`src/rtl/midi_pkg.sv`:
```
// midi_pkg: shared MIDI constants, FSM state types and the message-length decoder
// used by the MIDI OUT transmitter.
package midi_pkg;

  localparam int MIDI_BAUD = 31250;

  // Status-byte upper nibbles
  localparam logic [3:0] NOTE_OFF = 4'h8;
  localparam logic [3:0] NOTE_ON  = 4'h9;
  localparam logic [3:0] POLY_AT  = 4'hA;
  localparam logic [3:0] CC       = 4'hB;
  localparam logic [3:0] PROG     = 4'hC;
  localparam logic [3:0] CH_AT    = 4'hD;
  localparam logic [3:0] PITCH    = 4'hE;
  localparam logic [3:0] SYS      = 4'hF;

  typedef enum logic [1:0] {
    ST_IDLE,
    ST_LOAD,
    ST_SEND
  } msg_state_e;

  typedef enum logic [1:0] {
    BIT_IDLE,
    BIT_START,
    BIT_DATA,
    BIT_STOP
  } bit_state_e;

  // Total bytes in the message introduced by this status byte; 0 = not a status byte.
  function automatic logic [1:0] midi_msg_len(input logic [7:0] status);
    logic [1:0] len;
    len = 2'd0;
    if (status[7]) begin
      case (status[7:4])
        NOTE_OFF, NOTE_ON, POLY_AT, CC, PITCH: len = 2'd3;
        PROG, CH_AT:                           len = 2'd2;
        SYS: begin
          case (status[3:0])
            4'h1, 4'h3: len = 2'd2;
            4'h2:       len = 2'd3;
            default:    len = 2'd1;
          endcase
        end
        default: len = 2'd0;
      endcase
    end
    return len;
  endfunction

endpackage

```
`src/rtl/midi_uart_tx_byte.sv`:
```
// midi_uart_tx_byte: single-byte 8N1 serializer. tx is registered from the bit
// phase, so the line trails the phase by one clock; done marks the last STOP cycle.
module midi_uart_tx_byte
  import midi_pkg::*;
#(
  parameter int CLKS_PER_BIT = 1600
) (
  input  logic       clk,
  input  logic       reset,
  input  logic       start,
  input  logic [7:0] data,
  output logic       done,
  output logic       tx
);

  localparam int CW = $clog2(CLKS_PER_BIT);

  bit_state_e    state, state_nxt;
  logic [CW-1:0] baud_cnt;
  logic [2:0]    bit_cnt;
  logic [7:0]    shift_q;
  logic          bit_end;

  assign bit_end = (baud_cnt == CW'(CLKS_PER_BIT - 1));

  // NOTE: every always_comb output gets a default first; a path that leaves one
  // unassigned would infer a latch.
  always_comb begin
    state_nxt = state;
    done      = 1'b0;
    case (state)
      BIT_IDLE:  if (start) state_nxt = BIT_START;
      BIT_START: if (bit_end) state_nxt = BIT_DATA;
      BIT_DATA:  if (bit_end && bit_cnt == 3'd7) state_nxt = BIT_STOP;
      BIT_STOP: begin
        if (bit_end) begin
          done      = 1'b1;
          state_nxt = BIT_IDLE;
        end
      end
      default: state_nxt = BIT_IDLE;
    endcase
  end

  // NOTE: sequential state uses non-blocking assignments so every flop samples
  // pre-edge values regardless of statement order.
  always_ff @(posedge clk or negedge reset) begin
    if (!reset) begin
      state    <= BIT_IDLE;
      baud_cnt <= '0;
      bit_cnt  <= '0;
      shift_q  <= '0;
      tx       <= 1'b1;
    end else begin
      state <= state_nxt;
      case (state)
        BIT_START: tx <= 1'b0;
        BIT_DATA:  tx <= shift_q[0];
        default:   tx <= 1'b1;
      endcase
      if (state == BIT_IDLE) begin
        baud_cnt <= '0;
        bit_cnt  <= '0;
        if (start) shift_q <= data;
      end else if (bit_end) begin
        baud_cnt <= '0;
        if (state == BIT_DATA) begin
          bit_cnt <= bit_cnt + 3'd1;
          shift_q <= {1'b0, shift_q[7:1]};
        end
      end else begin
        baud_cnt <= baud_cnt + CW'(1);
      end
    end
  end

endmodule

```
`src/rtl/midi_tx.sv`:
```
// midi_tx: MIDI OUT message sequencer feeding an 8N1 byte serializer.
// Optional running-status suppression is enabled by defining MIDI_TX_RUNNING_STATUS_EN.
module midi_tx
  import midi_pkg::*;
#(
  parameter int CLK_FREQ = 50_000_000,
  parameter int BAUD     = MIDI_BAUD
) (
  input  logic       clk,
  input  logic       reset,
  input  logic       msg_valid,
  output logic       msg_ready,
  input  logic [7:0] msg_byte0,
  input  logic [7:0] msg_byte1,
  input  logic [7:0] msg_byte2,
  output logic       tx,
  output logic       busy,
  output logic       msg_err
);

  localparam int CLKS_PER_BIT = CLK_FREQ / BAUD;

  msg_state_e      state, state_nxt;
  logic [2:0][7:0] msg_q;
  logic [1:0]      idx_q, last_q;
  logic [1:0]      msg_len;
  logic            ready_q, err_q;
  logic            transfer, byte_start, byte_done, rs_hit;

  assign msg_len  = midi_msg_len(msg_byte0);
  assign transfer = msg_valid & ready_q;

`ifdef MIDI_TX_RUNNING_STATUS_EN
  logic [7:0] rs_q;  // 8'h00 means no running status held
  logic       is_chan;

  assign is_chan = (msg_byte0 >= 8'h80) && (msg_byte0 <= 8'hEF);
  assign rs_hit  = is_chan && (msg_byte0 == rs_q);

  always_ff @(posedge clk or negedge reset) begin
    if (!reset) begin
      rs_q <= 8'h00;
    end else if (transfer && msg_len != 2'd0) begin
      if (is_chan) rs_q <= msg_byte0;
      else if (msg_byte0[7:3] == 5'b11110) rs_q <= 8'h00;
    end
  end
`else
  assign rs_hit = 1'b0;
`endif

  always_comb begin
    state_nxt  = state;
    byte_start = 1'b0;
    case (state)
      ST_IDLE: if (transfer && msg_len != 2'd0) state_nxt = ST_LOAD;
      ST_LOAD: begin
        byte_start = 1'b1;
        state_nxt  = ST_SEND;
      end
      ST_SEND: if (byte_done) state_nxt = (idx_q == last_q) ? ST_IDLE : ST_LOAD;
      default: state_nxt = ST_IDLE;
    endcase
  end

  // msg_ready reopens one cycle after the FSM reaches IDLE, which is when the
  // registered line finishes the final stop bit.
  always_ff @(posedge clk or negedge reset) begin
    if (!reset) begin
      state   <= ST_IDLE;
      ready_q <= 1'b1;
      err_q   <= 1'b0;
      // NOTE: the byte buffer is small and reset so nothing undefined ever reaches tx.
      msg_q   <= '0;
      idx_q   <= '0;
      last_q  <= '0;
    end else begin
      state   <= state_nxt;
      ready_q <= (state == ST_IDLE) && (state_nxt == ST_IDLE);
      err_q   <= transfer && (msg_len == 2'd0);
      if (transfer && msg_len != 2'd0) begin
        msg_q  <= {{1'b0, msg_byte2[6:0]}, {1'b0, msg_byte1[6:0]}, msg_byte0};
        idx_q  <= rs_hit ? 2'd1 : 2'd0;
        last_q <= msg_len - 2'd1;
      end else if (state == ST_SEND && byte_done && idx_q != last_q) begin
        idx_q <= idx_q + 2'd1;
      end
    end
  end

  midi_uart_tx_byte #(
    .CLKS_PER_BIT(CLKS_PER_BIT)
  ) u_byte (
    .clk  (clk),
    .reset(reset),
    .start(byte_start),
    .data (msg_q[idx_q]),
    .done (byte_done),
    .tx   (tx)
  );

  assign msg_ready = ready_q;
  assign busy      = ~ready_q;
  assign msg_err   = err_q;

endmodule
```
`config.mk`:
```
export PLATFORM = sky130hd
export DESIGN_NAME = midi_tx
export DESIGN_NICKNAME = d
export VERILOG_FILES = /design/src/rtl/midi_pkg.sv /design/src/rtl/midi_uart_tx_byte.sv /design/src/rtl/midi_tx.sv
export SDC_FILE = /design/constraint.sdc
export NUM_CORES = 1
export LEC_CHECK = 0
export ABC_AREA = 1
export CAP_MARGIN = 20
export CELL_PAD_IN_SITES_DETAIL_PLACEMENT = 1
export CELL_PAD_IN_SITES_GLOBAL_PLACEMENT = 1
export CORE_AREA = 2 2 101 103
export DETAILED_ROUTE_END_ITERATION = 16
export DIE_AREA = 0 0 103 105
export PLACE_DENSITY = 0.57
export SLEW_MARGIN = 10
export SYNTH_ARGS = -nofsm -noshare
export SYNTH_HDL_FRONTEND = slang
export SYNTH_SLANG_ARGS = --single-unit
export TNS_END_PERCENT = 100
```
`constraint.sdc`:
```
create_clock -name clk -period 3.4 [get_ports clk]
set_input_delay 0.51 -clock clk [delete_from_list [all_inputs] [get_ports clk]]
set_output_delay 0.51 -clock clk [all_outputs]
set_load 0.01 [all_outputs]
```
== Word level (Yosys, flattened, before mapping) ==
Cells that the tools add are included.

* Output and inout port bits: 4
* Logic and storage cells: 93
* Flip-flop bits (word level): 55
* Bits of input ports: 27

* Bitwise logic cells: 2
* Reduce and logical (&&, ||, !) cells: 20
* Muxes and demuxes: 29
* Add/sub/neg operators: 4
* Eq/ne operators: 24
* $lt $le $gt $ge: 1

{| class="wikitable"
|+ Operators with widths
! kind !! number
|-
| 8-bit 2-to-1 mux || 5
|-
| 4-bit equality test, second input constant || 8
|-
| 11-bit 2-to-1 mux || 2
|-
| 2-bit 2-to-1 mux || 9
|-
| 8-bit binary-select mux with 2-bit select || 1
|-
| 2-bit case mux with 3 select lines || 2
|-
| 11-bit by 1-bit adder with 11-bit output, second input constant || 1
|-
| 11-bit equality test, second input constant || 1
|-
| 3-bit 2-to-1 mux || 3
|-
| 4-bit by 2-bit equality test with 1-bit output, second input constant || 2
|-
| 2-bit logical NOT || 4
|-
| 2-bit case mux with 4 select lines || 1
|-
| 2-bit nonzero test || 4
|-
| 2-bit equality test, second input constant || 3
|-
| 1-bit logical AND || 6
|-
| 2-bit by 1-bit inequality test with 1-bit output, second input constant || 3
|-
| 5-bit OR reduction || 1
|-
| 2-bit by 1-bit equality test with 1-bit output, second input constant || 2
|-
| 4-bit by 1-bit equality test with 1-bit output, second input constant || 1
|-
| 1-bit 2-to-1 mux || 4
|-
| 2-bit case mux with 2 select lines || 1
|-
| 4-bit AND reduction || 1
|-
| 2-bit OR reduction || 2
|-
| 3-bit by 1-bit adder with 3-bit output, second input constant || 1
|-
| other kinds (12) || 12
|}

== Depth between registers and ports, before layout ==
* Word-level depth: 11
* Depth in mapped cells: 12
* Gate-level depth less buffers: 11

== By module ==
From an unflattened synthesis, not the netlist that was laid out.

* Cells, all modules: 333
* Area, all modules: 2834.0 µm²

{| class="wikitable"
|+ By module, submodules not included
! module !! seq. area each (µm²) !! instances !! cells an instance !! area each (µm²)
|-
| midi_tx || 752.0 || 1 || 191 || 1483.9
|-
| midi_uart_tx_byte || 626.9 || 1 || 142 || 1350.0
|}

== Least setup slack after synthesis ==
OpenSTA, ideal clock, no wires.

* Kind: in2reg
* From: in msg_byte0[2]
* To: reg idx_q[0]
* Setup time: 0.071 ns
* Path buffers: 2
* Setup slack: 1.529 ns
* Data required time: 3.329 ns
* Arrival time: 1.799 ns
* Stages on the path: 11
* Cell sequence: inv_1 -> nand2_1 -> a21oi_1 -> o41ai_1 -> ha_1 -> inv_1 -> nand3_1 -> buf_2 -> buf_1 -> nand2_1 -> nor2_1

* Cells in the longest elaborated chain, start to end: 8
* Elaborated cells between the ends (all ways): 11
* Classes of those cells: eq/ne: 3; mux: 4; reduce/logical: 4

{| class="wikitable"
|+ Ends and longest elaborated chain
! item !! line !! RTL
|-
| start, declared || midi_tx.sv:13 || <nowiki>input logic [7:0] msg_byte0,</nowiki>
|-
| 4-bit by 1-bit equality test with 1-bit output / 4-bit by 2-bit equality test with 1-bit output (equally long branches) || midi_pkg.sv:39 || <nowiki>case (status[3:0])</nowiki>
|-
| 2-bit OR reduction || midi_pkg.sv:39 ||
|-
| 2-bit case mux with 2 select lines * || midi_pkg.sv:39 ||
|-
| 2-bit case mux with 3 select lines * || midi_pkg.sv:35 || <nowiki>case (status[7:4])</nowiki>
|-
| 2-bit 2-to-1 mux * || midi_pkg.sv:34 || <nowiki>if (status[7]) begin</nowiki>
|-
| 2-bit nonzero test * || midi_tx.sv:81 || <nowiki>if (transfer && msg_len != 2'd0) begin</nowiki>
|-
| 1-bit logical AND * || midi_tx.sv:81 ||
|-
| 2-bit 2-to-1 mux / 2-bit nonzero test (equally long branches) || - ||
|-
| end signal, assigned || midi_tx.sv:83 || <nowiki>idx_q <= rs_hit ? 2'd1 : 2'd0;</nowiki>
|-
| end signal, assigned || midi_tx.sv:86 || <nowiki>idx_q <= idx_q + 2'd1;</nowiki>
|-
| end, declared || midi_tx.sv:25 || <nowiki>logic [1:0] idx_q, last_q;</nowiki>
|}

Mark *: on every way between the ends. The rest lies on a longest branch, timed or not.
A chain may end at the register's enable or synchronous reset.

== Worst setup path in the final report ==
* From: in msg_byte0[7]
* To: reg last_q[0]

* Cells in the longest elaborated chain, start to end: 6
* Elaborated cells between the ends (all ways): 15
* Classes of those cells: add/sub: 1; eq/ne: 8; mux: 2; reduce/logical: 4

{| class="wikitable"
|+ Ends and longest elaborated chain
! item !! line !! RTL
|-
| 4-bit equality test || midi_pkg.sv:35 ||
|-
| 5-bit OR reduction / 2-bit OR reduction (equally long branches) || midi_pkg.sv:35 ||
|-
| 2-bit case mux with 3 select lines || midi_pkg.sv:35 ||
|-
| 2-bit 2-to-1 mux * || midi_pkg.sv:34 ||
|-
| branches (longest 2 deep; another with 2-bit by 1-bit subtractor with 2-bit output) || - ||
|-
| end signal, assigned || midi_tx.sv:84 || <nowiki>last_q <= msg_len - 2'd1;</nowiki>
|-
| end, declared || midi_tx.sv:25 ||
|}

Mark *: on every way between the ends.

==> qor.csv <==
stage;metric;value;unit
worst_setup_path;Critical Path AT;2460;ps
clocking;post_cts resized;0;
detailed_routing;wire per inst;12.4;µm
clocking;clock-pin slew on the worst setup and hold paths;110;ps
worst_setup_path;worst path required time;3640;ps
global_routing;GRT Total Usage;13.0;%
status;outcome;finished, final reports clean;
detailed_routing;DR pass1 iterations;4;
yosys;Mapped Area;0.00275;mm²
finish;share of layout cells above drive strength 1;9.19;%
clocking;Clock Sinks;55;
yosys;asr flop ratio synth;100;%
place;Placer Congestion;0.746;
clocking;TritonCTS clock tree;done;
sta;Slew HR;45.5;%
pwr;Net Switching;0.000258;W
pwr;Leakage;1.62;nW
sta;total negative setup slack;0;ps
sta;Slew Viols, Final;0;
yosys;count leader, synth;nand2_1;
sta;Final Setup Violations;0;
global_routing;global route overflow;0;
die;die area;0.0108;mm²
finish;Nets;404;
clocking;hold_buf cts;0;
global_routing;vias in the first global route;2288;
pwr;switch share;23.7;%
finish;Reg area;0.00138;mm²
sta;hold slack;280;ps
clocking;clock latency on the worst-skew pair;320;ps
finish;Fillers;1197;
yosys;Commonest cells post-synth;101 x nand2_1, 53 x dfrtp_1, 42 x inv_1, 31 x o21ai_0, 25 x nor2_1;
detailed_routing;Top Metal Used;met4;
yosys;Area contributors post-synth;dfrtp_1 48%, nand2_1 14%, inv_1 5.7%;
die;core area;0.00964;mm²
die;Die Wd;103;µm
detailed_routing;Vias;2173;
worst_setup_path;CP endpoint kind;register;
yosys;number of flops mapped to enable cells by yosys;0;
pwr;Clock Power Share;35.2;%
place;detailed placer's ending HPWL;4.54;mm
global_routing;initial antenna violation count;0;
yosys;post-synth cell types;31;
die;Site Rows;36;
yosys;Syn Inst Count;339;
detailed_routing;Initial DRC Count;49;
yosys;post-synth top area cell;dfrtp_1;
sta;Slew @ Worst Pin;817;ps
pwr;VDD IR max;138;µV
clocking;setup repair bufs after CTS;0;
pwr;Combinational Power Share;4.7;%
sta;RSZ-0062 raised after global routing;false;
clocking;clk buf depth;2;
sta;skew final;13.0;ps
sta;Max Fclk;450;MHz
pwr;Pint;0.000830;W
clocking;CTS Buf Count;5;
finish;ANT cells;0;
hold_path;worst hold path class;in -> async;
yosys;Syn Area/Cell;8.12;µm²
worst_setup_path;CP Class;in -> reg;
worst_setup_path;crit path max fanout;25;
sta;Hold Fails Final Rpt;0;
sta;Min Clock Period, post-route;2220;ps
clocking;Root Buffer;clkbuf_8;
pwr;sequential power share;60.1;%
detailed_routing;met2 wire len;3.00;mm
yosys;Synthesis Warnings;0;
finish;Area growth syn-to-layout;18.8;%
detailed_routing;vias per cell;4.32;
yosys;top_reg_cell synth;dfrtp_1;
worst_setup_path;Crit-path slowest cell;clkdlybuf4s50_1;
clocking;H-tree depth;2;
detailed_routing;M1 WL;2.98;mm
place;IO Port Bufs;28;
global_routing;largest net degree at the start of global routing;36;
detailed_routing;wire length on met3;169;µm
worst_setup_path;slowest cell delay on critical path;590;ps
pwr;power per cell area;333;mW/mm²
yosys;register area share after synthesis;50.1;%
detailed_routing;DRC viols;0;
yosys;Yosys top cell area share;48.2;%
finish;area of the multi-input gates;0.00116;mm²
die;Top-Level Pins;31;
detailed_routing;total wire length;6.22;mm
sta;fin crit share;65.3;%
worst_setup_path;startpoint type of the worst setup path;primary input;
die;die height;105;µm
job;Max-cap violations;0;
detailed_routing;ANT nets after route;0;
worst_setup_path;Cell Chain, Critical Path;clkdlybuf4s50_1 > nand4_1 > o21ai_0 > nand2_1 > ha_1 > inv_1 > nand3_1 > inv_2 > nor2_1 > a31oi_1;
global_routing;first-pass GRT wire length;11.0;mm
yosys;number of synthesized register bits;55;
yosys;syn nets;374;
die;Initial Utilization;28.6;%
-- registers in the layout, indices dropped and copies added (netlist names) --
register	count
state	2
u_byte.state	2
idx_q	2
msg_ready	1
u_byte.bit_cnt	3
u_byte.tx	1
msg_q	22
last_q	2
u_byte.baud_cnt	11
msg_err	1
u_byte.shift_q	8
-- final timing paths --
check / from / endpoint / slack [ps] / cells past startpoint
worst min-delay path: reset / idx_q[0]$_DFFE_PN0P_ / 280 / 1
max in group asynchronous: reset / msg_q[3]$_DFFE_PN0P_ / 2440 / 2
worst min register to register: u_byte.shift_q[2]$_DFFE_PN0P_ / u_byte.shift_q[2]$_DFFE_PN0P_ / 490 / 2
min in group clk: u_byte.shift_q[2]$_DFFE_PN0P_ / u_byte.shift_q[2]$_DFFE_PN0P_ / 490 / 2
worst max register to register: u_byte.state[1]$_DFFE_PN0P_ / u_byte.shift_q[1]$_DFFE_PN0P_ / 1720 / 8
worst max-delay path: msg_byte0[7] / last_q[0]$_DFFE_PN0P_ / 1180 / 10
-- metal layers --
| metal | track usage [%] | vias up |
|---|---|---|
| li1 | - | 1130 |
| met1 | 17.0 | 1004 |
| met2 | 21.5 | 32 |
| met3 | 2.61 | 7 |
| met4 | 3.38 | 0 |
| met5 | 0 | - |
-- power by group through the flow --
| stage | Combinational, W | Clock (W) | Sequential, W |
|---|---|---|---|
| 2_1_floorplan | 0.00000655 | 0 | 0.000667 |
| 3_3_place_gp | 0.0000531 | 0 | 0.000667 |
| 3_5_place_dp | 0.0000538 | 0 | 0.000667 |
| 4_1_cts | 0.0000539 | 0.000409 | 0.000654 |
| 5_1_grt | 0.0000589 | 0.000433 | 0.000654 |
| 6_report | 0.0000512 | 0.000383 | 0.000654 |
-- worst max-delay path: cells and delay by family --
kind            cells  cell delay, ps
fa+ha+maj           1             190
compound gates      2             390
buf+inv             3            1000
simple gates        4             370
-- layout by cell type (no fill, tap or decap) --
cell	count
xor2_1	2
nor3_1	3
a31oi_1	1
nand2_1	101
nand3b_1	1
nor2_1	25
buf_4	4
buf_2	1
inv_1	42
clkinv_2	1
or3_1	1
inv_6	1
ha_1	8
clkdlybuf4s50_1	27
o21a_1	1
dfrtp_1	53
nand3_1	20
nor3b_1	1
o21ai_2	8
nand2_2	2
a21oi_1	10
inv_2	3
clkbuf_8	5
nand4_1	6
nand3b_4	1
nand3_2	2
o41ai_1	1
clkinv_4	1
nor3_2	1
nand2_4	1
or2_2	1
o21ai_0	31
dfstp_2	2
xnor2_1	2
-- per-stage QoR --
step | worst slack, ps | instance area [µm²] | power (W) | utilization, % | cells
after floorplan | 1530 | 2750 | 0.000673 | - | 339
after global placement | 806 | 3180 | 0.000720 | 33.0 | 495
after detailed placement | 771 | 3180 | 0.000720 | 33.0 | 495
after CTS | 1120 | 3270 | 0.00112 | 33.9 | 503
after global routing | 973 | 3270 | 0.00115 | 33.9 | 503
final | 1180 | 3270 | 0.00109 | 33.9 | 503
-- area by class of cell --
cell class                      instances  share of cell area (%)
Clock buffer                            5                    2.10
Clock inverter                          3                   0.689
Inverter                               45                    5.16
Multi-Input combinational cell        230                    35.5
Sequential cell                        55                    42.2
Tap cell                              133                    5.09
Timing Repair Buffer                   32                    9.33
-- kinds of logic after synthesis --
| group | count (synthesis) | synth area share [%] |
|---|---|---|
| xor gates and xnor gates | 4 | 1.27 |
| DFF | 55 | 50.1 |
| buffers and inverters | 54 | 7.77 |
| and+or+nand+nor | 166 | 26.4 |
| AOI/OAI and AO/OA | 52 | 10.8 |
| adders and majority gates | 8 | 3.64 |
No activity file was read; power rests on OpenSTA's default activity.
==> edit (same flow settings) <==
The output `msg_err` loses its register stage (`err_q` becomes a continuous assignment).
--- a/src/rtl/midi_tx.sv
+++ b/src/rtl/midi_tx.sv
@@ -71,3 +71,2 @@
       ready_q <= 1'b1;
-      err_q   <= 1'b0;
       // NOTE: the byte buffer is small and reset so nothing undefined ever reaches tx.
@@ -79,3 +78,2 @@
       ready_q <= (state == ST_IDLE) && (state_nxt == ST_IDLE);
-      err_q   <= transfer && (msg_len == 2'd0);
       if (transfer && msg_len != 2'd0) begin
@@ -89,2 +87,4 @@
   end
+
+  assign err_q = transfer && (msg_len == 2'd0);
 
Check against the original RTL: not equivalent (a bounded check fails within 4 cycles, from zero or initial values and one cycle with reset low).
==> edit against the unedited design <==
- synthesized cell count is 0.29% lower
- wire length is 0.64% lower
- sequential power is 2% lower
- combinational power is 2% lower
- clock skew is 0.0051 ns lower
- global-route usage is 0.14 points higher
- final area is 0.99% lower
- register-to-register slack worse by 0.12 ns
- area after synthesis is 0.91% lower
- setup slack worse by 0.69 ns
- sequential cell count is 1 lower
- power is 1.7% lower
- first-iteration DRC count is 73% higher
- hold slack worse by 0.086 ns
- critical path type is now input port to output port
- critical endpoint is now msg_err
==> edit: results (changes against the unedited design) <==
* Run status: finished, final reports clean
* Net count reported at finish at 402 (-0.50%)
* Worst setup startpoint: msg_byte0[5]
* Slew of the pin with the lowest slew margin at 0.595 ns (-0.222 ns)
* Area share of buffers outside the clock network at 0.0920 (-0.00138)
* Iteration count of the initial detailed-routing pass at 4 (unchanged)
* Clock Tree Buf Depth at 2 (unchanged)
* Aggregate routed wire length at 6180 um (-0.64%)
* Pins over their slew limit at 0 (unchanged)
* Arrival time of data at the critical path endpoint at 2.40 ns (-0.06 ns)
* Vias in the first global route at 2355 (+2.9%)
* FF-to-FF End: u_byte.shift_q[2]
* Register-to-Register Setup Slack at 1.60 ns (-0.12 ns)
* Maximum level of the CTS H-tree at 2 (unchanged)
* Worst hold slack after final layout at 0.195 ns (-0.0858 ns)
* Static leakage at 0.00160 uW (-1.2%)
* Number of buffers added on ports at 28 (unchanged)
* Non-clock inverter total of the final layout at 45 (unchanged)
* Resized Gates After CTS at 0 (unchanged)
* Internal power of the cells at 834 uW (+0.46%)
* Sequential cell count at 54 (-1.8%)
* Clock Tree Root: sky130_fd_sc_hd__clkbuf_8
* Launching point of the worst reg2reg path: u_byte.state[0]
* Ranking of synthesized cells by instance count: sky130_fd_sc_hd__nand2_1 (101), sky130_fd_sc_hd__dfrtp_1 (52), sky130_fd_sc_hd__inv_1 (42), sky130_fd_sc_hd__o21ai_0 (31), sky130_fd_sc_hd__nor2_1 (25)
* Combined area of the multi-input logic cells at 1160 sq um (unchanged)
* Number of diodes added for antenna fixing at 0 (unchanged)
* Clock buffers and inverters, area share at 0.0282 (+0.000281)
* Critical setup path kind: input port to output port
* Multi-In Gates at 230 (unchanged)
* Fraction of final layout cells sized beyond drive strength 1 at 0.0870 (-0.00494)
* Register fraction of the total cell area at 0.418 (-0.00349)
* Per-cell via count in the routed design at 4.38 (+1.3%)
* End of the critical path: msg_err
* Synth warn at 0 (unchanged)
* Initial core utilization at 0.283 (-0.00260)
* First-pass GRT wire length at 11100 um (+0.63%)
* Maximum ir drop on the vdd rail at 0.000128 V (-7.3%)
* Latest clock arrival within the worst-skew pair at between 0.3 and 0.4 ns
* Iter 0 DRT Violations at 85 (+73%)
* Number of antenna violations at the first check in global routing at 0 (unchanged)
* Number of CTS-inserted buffers at 5 (unchanged)
* Overall global routing resource usage at 0.131 (+0.00137)
* Last weighted congestion value of the routability-driven placer at 0.727 (-2.6%)
* # clk buffers at 7 (+2)
* Top cells by area in the synthesized netlist: sky130_fd_sc_hd__dfrtp_1 (48%), sky130_fd_sc_hd__nand2_1 (14%), sky130_fd_sc_hd__inv_1 (5.8%)
* Final-layout fill cell count at 1217 (+1.7%)
* Share of synthesized registers carrying an async set or reset at 1.00 (unchanged)
* Clock Skews at 0.00790 ns (-0.00511 ns)
* Sequential area share after synthesis at 0.496 (-0.00458)
* Buffer count excluding the clock tree in the final layout at 31 (-3.1%)
* Largest net degree at the start of global routing at 31 (-14%)
* Number of nets in the synthesized netlist at 373 (-0.27%)
* Largest driver fanout on the critical path at 3 (-88%)
* Hold WC Path Type: input port to async pin
* Half-perimeter wire length of the detailed placement result at 4560 um (+0.53%)
[edit: power groups by stage]
| stage | logic, uW | clock network, uW | registers (uW) |
|---|---|---|---|
| floorplan | 6.55 | 0 | 655 |
| global placement | 51.8 | 0 | 654 |
| finish | 50.1 | 377 | 642 |
| global route | 56.8 | 426 | 642 |
| detailed placement | 52.2 | 0 | 654 |
| CTS | 52.3 | 401 | 642 |
[edit: through the flow]
| stage | util | cell area (sq um) | worst slack, ns | power (uW) | instances |
|---|---|---|---|---|---|
| floorplan | - | 2730 | 1.53 | 661 | 338 |
| global placement | 0.326 | 3150 | 0.502 | 706 | 493 |
| global route | 0.336 | 3240 | 0.388 | 1120 | 501 |
| finish | 0.336 | 3240 | 0.493 | 1070 | 501 |
| detailed placement | 0.326 | 3150 | 0.473 | 707 | 493 |
| CTS | 0.336 | 3240 | 0.469 | 1100 | 501 |
[edit: worst max-delay path, cell delays in order]
cell,delay [ns]
sky130_fd_sc_hd__clkdlybuf4s50_1,0.50
sky130_fd_sc_hd__inv_1,0.06
sky130_fd_sc_hd__o41ai_1,0.44
sky130_fd_sc_hd__ha_1,0.21
sky130_fd_sc_hd__inv_1,0.05
sky130_fd_sc_hd__nor2_1,0.09
sky130_fd_sc_hd__clkdlybuf4s50_1,0.54
[edit: logic make-up after synthesis]
group,Yosys count,synth area share
flip-flops,54,0.496
adder cells (fa/ha/maj),8,0.0367
XOR/XNOR,4,0.0128
AND/OR/NAND/NOR,166,0.267
AO/OA/AOI/OAI,52,0.109
buffers and inverters,54,0.0784
[edit: routing by layer]
metal | part of all wire | track usage | vias to the layer above
li1 | - | - | 1123
met1 | 0.47 | 0.166 | 1039
met2 | 0.49 | 0.222 | 24
met3 | 0.025 | 0.0261 | 7
met4 | 0.015 | 0.0395 | 0
met5 | 0 | 0 | -
